==> src/rtl/imem_loader.sv <==
// imem_loader: streams a length-prefixed byte image into instruction memory.
// The datapath is held in reset (cpu_rst) until the image has been written.
// Stream format: length byte (0 means 2^DATA_W bytes), payload, then an
// optional checksum byte.
// Build option: define IMEM_LOADER_CHECKSUM_EN to enable the trailing
// checksum byte. The checksum is the 8-bit sum of the payload. A mismatch
// sets load_err and returns the loader to the length-wait state.
module imem_loader #(
  parameter int unsigned ADDR_W = 8,
  parameter int unsigned DATA_W = 8
) (
  input  logic              clk,
  input  logic              rst,
  input  logic              in_valid,
  input  logic [DATA_W-1:0] in_data,
  output logic              in_ready,
  input  logic              reload,
  output logic              mem_we,
  output logic [ADDR_W-1:0] mem_addr,
  output logic [DATA_W-1:0] mem_wdata,
  output logic              cpu_rst,
  output logic              load_done,
  output logic              load_err
);

  // One extra bit so that a length byte of 0 can represent the full 2^DATA_W count.
  localparam int unsigned CNT_W = DATA_W + 1;

  typedef enum logic [1:0] {
    S_LEN  = 2'd0,
    S_DATA = 2'd1,
`ifdef IMEM_LOADER_CHECKSUM_EN
    S_CSUM = 2'd2,
`endif
    S_DONE = 2'd3
  } t_state;

  t_state            r_state;
  t_state            w_next;
  logic              w_in_ready;
  logic              w_accept;
  logic              w_last;

  logic [CNT_W-1:0]  r_cnt;
  logic [ADDR_W-1:0] r_idx;
  logic              r_mem_we;
  logic [ADDR_W-1:0] r_mem_addr;
  logic [DATA_W-1:0] r_mem_wdata;
  logic              r_cpu_rst;
  logic              r_load_done;
`ifdef IMEM_LOADER_CHECKSUM_EN
  logic [DATA_W-1:0] r_sum;
  logic              r_load_err;
`endif

  assign w_accept = in_valid && w_in_ready;
  assign w_last   = (r_cnt == CNT_W'(1));

  assign in_ready  = w_in_ready;
  assign mem_we    = r_mem_we;
  assign mem_addr  = r_mem_addr;
  assign mem_wdata = r_mem_wdata;
  assign cpu_rst   = r_cpu_rst;
  assign load_done = r_load_done;
`ifdef IMEM_LOADER_CHECKSUM_EN
  assign load_err  = r_load_err;
`else
  assign load_err  = 1'b0;
`endif

  // State register.
  always_ff @(posedge clk) begin
    if (rst) begin
      r_state <= S_LEN;
    end else begin
      r_state <= w_next;
    end
  end

  // Next-state decode and ready generation; only DONE refuses bytes.
  always_comb begin
    w_next     = r_state;
    w_in_ready = 1'b1;
    case (r_state)
      S_LEN: begin
        if (w_accept) w_next = S_DATA;
      end
      S_DATA: begin
        if (w_accept && w_last) begin
`ifdef IMEM_LOADER_CHECKSUM_EN
          w_next = S_CSUM;
`else
          w_next = S_DONE;
`endif
        end
      end
`ifdef IMEM_LOADER_CHECKSUM_EN
      S_CSUM: begin
        if (w_accept) w_next = (in_data == r_sum) ? S_DONE : S_LEN;
      end
`endif
      S_DONE: begin
        w_in_ready = 1'b0;
        if (reload) w_next = S_LEN;
      end
      default: begin
        w_next = S_LEN;
      end
    endcase
  end

  // Datapath: counters, registered write port and status flags.
  // cpu_rst and load_done change on the first edge seen in DONE. That edge
  // also retires the final write strobe, so cpu_rst never drops while a
  // mem_we pulse is active.
  always_ff @(posedge clk) begin
    if (rst) begin
      r_cnt       <= '0;
      r_idx       <= '0;
      r_mem_we    <= 1'b0;
      r_mem_addr  <= '0;
      r_mem_wdata <= '0;
      r_cpu_rst   <= 1'b1;
      r_load_done <= 1'b0;
`ifdef IMEM_LOADER_CHECKSUM_EN
      r_sum       <= '0;
      r_load_err  <= 1'b0;
`endif
    end else begin
      r_mem_we <= 1'b0;
      case (r_state)
        S_LEN: begin
          if (w_accept) begin
            r_cnt <= (in_data == '0) ? {1'b1, {DATA_W{1'b0}}} : {1'b0, in_data};
            r_idx <= '0;
`ifdef IMEM_LOADER_CHECKSUM_EN
            r_sum      <= '0;
            r_load_err <= 1'b0;
`endif
          end
        end
        S_DATA: begin
          if (w_accept) begin
            r_mem_we    <= 1'b1;
            r_mem_addr  <= r_idx;
            r_mem_wdata <= in_data;
            r_idx       <= r_idx + ADDR_W'(1);
            r_cnt       <= r_cnt - CNT_W'(1);
`ifdef IMEM_LOADER_CHECKSUM_EN
            r_sum       <= r_sum + in_data;
`endif
          end
        end
`ifdef IMEM_LOADER_CHECKSUM_EN
        S_CSUM: begin
          if (w_accept && (in_data != r_sum)) r_load_err <= 1'b1;
        end
`endif
        S_DONE: begin
          if (reload) begin
            r_cpu_rst   <= 1'b1;
            r_load_done <= 1'b0;
          end else begin
            r_cpu_rst   <= 1'b0;
            r_load_done <= 1'b1;
          end
        end
        default: begin
          r_cpu_rst   <= 1'b1;
          r_load_done <= 1'b0;
        end
      endcase
    end
  end

endmodule

==> config.mk <==
export PLATFORM = sky130hd
export DESIGN_NAME = imem_loader
export DESIGN_NICKNAME = d
export VERILOG_FILES = /design/src/rtl/imem_loader.sv
export SDC_FILE = /design/constraint.sdc
export NUM_CORES = 1
export LEC_CHECK = 0
export ABC_CLOCK_PERIOD_IN_PS = 1800
export CORE_MARGIN = 2
export CORE_UTILIZATION = 50
export DETAILED_ROUTE_END_ITERATION = 10
export HOLD_SLACK_MARGIN = 0.12
export PLACE_DENSITY = 0.78
export SYNTH_ARGS = -nofsm -noshare
export SYNTH_HDL_FRONTEND = slang
export SYNTH_SLANG_ARGS = --single-unit
==> constraint.sdc <==
create_clock -name clk -period 1.8 [get_ports clk]
set_input_delay 0.54 -clock clk [delete_from_list [all_inputs] [get_ports clk]]
set_output_delay 0.54 -clock clk [all_outputs]
set_load 0.02 [all_outputs]
=== Word-level counts from Yosys, hierarchy flattened ===
Cells that the tools add are included.

* Bits in registers: 38
* Output and inout bits: 21
* Input bits: 12
* Word-level logic and storage cells: 45

* Reduce and logical (&&, ||, !) cells: 10
* Add/sub/neg operators: 2
* Mux-type cells: 17
* Bitwise logic cells: 1
* Eq/ne operators: 7

{| class="wikitable"
|+ Operator list
! operator !! count
|-
| two-way mux 9 bit || 3
|-
| one-hot mux 9 bit (2 select lines) || 1
|-
| two-way mux 8 bit || 2
|-
| one-hot mux 8 bit (2 select lines) || 1
|-
| equality test 9 x 1 -> 1 bit (second input constant) || 1
|-
| subtractor 9 x 1 -> 9 bit (second input constant) || 1
|-
| adder 8 x 1 -> 8 bit (second input constant) || 1
|-
| logical NOT 8 bit || 1
|-
| inequality test 2 bit (second input constant) || 4
|-
| two-way mux 2 bit || 3
|-
| one-hot mux 2 bit (3 select lines) || 1
|-
| AND reduction 3 bit || 2
|-
| two-way mux 1 bit || 4
|-
| one-hot mux 1 bit (2 select lines) || 2
|-
| OR reduction 2 bit || 2
|-
| equality test 2 x 1 -> 1 bit (second input constant) || 1
|-
| equality test 2 bit (second input constant) || 1
|-
| logical AND 1 bit || 2
|-
| logical NOT 2 bit || 1
|-
| AND reduction 2 bit || 1
|-
| nonzero test 2 bit || 1
|-
| NOT 1 bit || 1
|}

=== Longest topological paths before layout ===
* Word-level depth: 6
* Depth in mapped cells: 7
* Depth with buffers taken out: 6

=== Least setup slack after synthesis ===
No wires, ideal clock.

* Kind: in2reg
* From: in in_data[4]
* To: reg r_cnt[8]
* Data required time: 1.725 ns
* Buffers on the path: 0
* Setup time: 0.075 ns
* Path slack: 0.327 ns
* Stages on the path: 4
* Data arrival time: 1.398 ns
* Cell sequence: or4_1 nor3_1 a22oi_1 a31oi_1

* Word-level cells in the longest chain between the ends: 4

{| class="wikitable"
|+ RTL lines
! item !! line !! RTL
|-
| from (decl) || 15 || <nowiki>input logic [DATA_W-1:0] in_data,</nowiki>
|-
| logical NOT 8 bit || 134 || <nowiki>r_cnt <= (in_data == '0) ? {1'b1, {DATA_W{1'b0}}} : {1'b0, in_data};</nowiki>
|-
| two-way mux 9 bit || 134 ||
|-
| two-way mux 9 bit || 133 || <nowiki>if (w_accept) begin</nowiki>
|-
| one-hot mux 9 bit (2 select lines) || 131 || <nowiki>case (r_state)</nowiki>
|-
| to (signal assigned) || 134 ||
|-
| to (signal assigned) || 148 || <nowiki>r_cnt <= r_cnt - CNT_W'(1);</nowiki>
|-
| to (decl) || 44 || <nowiki>logic [CNT_W-1:0] r_cnt;</nowiki>
|}

No other way between the ends. The select of a mux whose other input is x is not followed.
A chain may end at the register's enable or synchronous reset.

=== Final worst setup path ===
* From: reg r_state[1]
* To: out in_ready

* Word-level cells in the longest chain between the ends: 2

{| class="wikitable"
|+ RTL lines
! item !! line !! RTL
|-
| from (decl) || 38 || <nowiki>t_state r_state;</nowiki>
|-
| from (signal assigned) || 76 || <nowiki>r_state <= w_next;</nowiki>
|-
| equality test 2 bit || 84 || <nowiki>case (r_state)</nowiki>
|-
| two-way mux 1 bit || 84 ||
|-
| to (decl) || 16 || <nowiki>output logic in_ready,</nowiki>
|}

No other way between the ends.

==> impl_metrics.ini <==
[outcome]
run_status = complete, no violations

[power_and_ir_drop]
power.leakage_nw = 0.900
powerDensity_nw_per_um2 = 763
total_power_mw = 1.67
ir_worst_vdd_v = 0.000528

[clock_network]
tritoncts.num_buffers = 5
cts_tree = built
htree_num_levels = 2
clock_sink_count = 38
library_cell_used_as_clock_root_buffer = clkbuf_4
worst_skew_pair.late_latency_ps = 340
clock_transition_at_the_register_clock_pins_on_the_worst_setup_and_hold_paths_after_cts_ps = 120
postCtsHoldBufs = 0
buffer_depth_of_the_longest_clock_path = 2
cts_setup_buffers = 0

[timing]
final_period_minus_worst_setup_slack_ps = 1650
min_period_over_period = 0.914
drv_slew = 0
rsz_0062_raised_after_global_routing = false
finalHoldViolations = 0
totalNegativeSetupSlack_ps = 0
achievable_clock_frequency_mhz = 608
setup_viol = 0
skew_ps = 7.33
worst-slew-pin-transition_ps = 586
max-slew-margin-rel = 0.606

[routing]
via_per_inst = 5.24
detail-route-antenna-nets = 0
wl_per_cell_um = 12.4
vias = 1540
drc = 0
finalWirelength_um = 3640
drt_pass1_iterations = 4
dr.first_iter.drc_count = 73

[layout]
antennaDiodeCount = 0
finish.net_count = 262
layout-drive-gt1-share = 0.141
flow.area_growth_from_synthesis_pct = 31.0
post_route_non_filler_standard_cell_count = 294
final_core_util = 0.667

[grt]
grt_overflow = 0
grt_use_total = 0.219
grt_max_degree = 21
grt_pass1_vias = 1382
antenna_found_initial = 0
grt_pass1_wl_um = 6090

[synthesis]
postSynthNetCount = 217
synthesis.yosys.warnings = 0
yosys.cell_types.count = 38
synth.cell_area_um2 = 1670
ys_ff_latch = 38
post_synth_inst_count = 202
post_synth.cell_area_avg_um2 = 8.28
synth_sequential_area_ratio = 0.455

[die]
placementRows = 21
core_um2 = 3280
floorplan.die_area_um2 = 3820
design.portCount = 33
fp.dieH_um = 61.8
die-width_um = 61.8
floorplan.initialDensity = 0.509

[setup_path]
critPathTopFamily = flip-flops
critical_path_arrival_ps = 1110
cp_slowest_cell = dfxtp_2
worst_path_largest_cell_delay_ps = 390
worst_ep_required_time_ps = 1260
critical_path_buf_inv_count = 1
worstPathCellList = nand2_1, dlygate4sd2_1
cp_max_fo = 6
worst_setup_path_start_kind = flip-flop
worstSetupEndpointType = output port
path_class = flip-flop to output port

[placement]
dpl.cell_count = 286
count_of_input_and_output_buffers = 31
detailed_place_hpwl_um = 2630
gpl.final_weighted_congestion = 0.862

[job]
cap_violations = 0

[hold_path]
min_path_type = flip-flop to flip-flop
-- Yosys cell counts --
master	number	area, um2
a211oi_1	2	15.0
a21oi_1	23	115
a221oi_1	2	17.5
a221oi_2	1	15.0
a22oi_1	4	30.0
a31oi_1	2	12.5
and2_1	1	6.26
and3_1	1	6.26
buf_2	4	20.0
buf_4	1	7.51
clkbuf_1	8	30.0
conb_1	1	3.75
dfxtp_1	38	761
ha_1	3	37.5
inv_1	3	11.3
mux2i_1	7	70.1
nand2_1	44	165
nand2b_1	2	12.5
nand3_1	2	10.0
nand4_1	3	18.8
nor2_1	18	67.6
nor2b_1	4	25.0
nor3_1	3	15.0
nor3b_1	3	22.5
nor4_1	2	12.5
nor4_4	1	21.3
nor4b_1	1	8.76
o211ai_1	1	7.51
o21ai_0	3	15.0
o21bai_1	2	15.0
o22ai_1	1	6.26
or2_2	1	6.26
or3_1	1	6.26
or3_2	1	7.51
or4_1	1	7.51
or4_4	1	11.3
xnor2_1	3	26.3
xor2_1	3	26.3
-- cell usage in the layout, fill, tap and decap left out, types with 4 or more instances in the layout --
cell type	instances
nand2_1	44
clkdlybuf4s50_1	11
nor2_1	18
a21oi_1	23
buf_4	19
nor2b_1	4
dlygate4sd2_1	20
mux2i_1	7
clkbuf_4	5
a22oi_1	4
dfxtp_1	37
-- flip-flops by register name (all words and copies together), names as in the netlist --
name and count:
mem_addr 8, r_state 2, mem_we 1, cpu_rst 1, r_idx 8, mem_wdata 8, load_done 1, r_cnt 9
-- routing by layer --
metal  track usage  up-vias  part of all wire
met5             0        -                 0
met4        0.0851        0             0.014
met3        0.0745        6             0.053
met2         0.352       40              0.48
met1         0.270      710              0.45
li1              -      784                 -
-- worst min-delay path, cell delays in order (launching register included) --
cell and delay (ps):
dfxtp_1 330, nand2_1 50, a21oi_1 50
-- where the power goes --
part,total (mW),switching (mW),internal [mW]
clock,0.474,0.286,0.188
sequential,0.907,0.0343,0.872
combinational,0.290,0.145,0.145
-- area by class of cell --
type | count | area (um2)
clock buffers | 6 | 51.3
clock inverters | 2 | 12.5
fillers | 289 | 1090
inverters | 3 | 11.3
multi-input cells | 148 | 848
flip-flops and latches | 38 | 762
well taps | 46 | 57.6
repair buffers | 51 | 448
-- metrics by stage --
step | cell area, um2 | worst slack (ps) | hold slack, ps
2_1_floorplan | 1670 | 327 | 444
3_5_place_dp | 2150 | -152 | 448
6_report | 2190 | 154 | 457
5_1_grt | 2190 | 70.6 | 484
3_3_place_gp | 2150 | -141 | 443
4_1_cts | 2180 | 72.4 | 462
-- logic make-up (layout without fill, tap and decap cells) --
family | count (synthesis) | after routing | synth area share
buffers and inverters | 16 | 62 | 0.0411
DFF | 38 | 38 | 0.455
adders and majority gates | 3 | 3 | 0.0224
and+or+nand+nor | 90 | 90 | 0.257
other | 1 | 1 | 0.00224
xor gates and xnor gates | 6 | 6 | 0.0314
muxes | 7 | 7 | 0.0419
AOI/OAI and AO/OA | 41 | 41 | 0.149
-- repair_timing --
item                       4_1_cts  5_1_grt
setup endpoints to repair       20        2
hold endpoints to repair         0        0
resized for setup               20        2
cloned                           0        0
-- path summary, 6_finish.rpt --
path                     start           end  slack, ps  depth (start not counted)
setup / recovery    r_state[1]      in_ready        150                          2
hold / removal    mem_wdata[3]  mem_wdata[3]        460                          2
setup reg to reg      r_cnt[4]      r_cnt[8]        190                          4
hold reg to reg   mem_wdata[3]  mem_wdata[3]        460                          2
No activity file was read; power rests on OpenSTA's default activity.
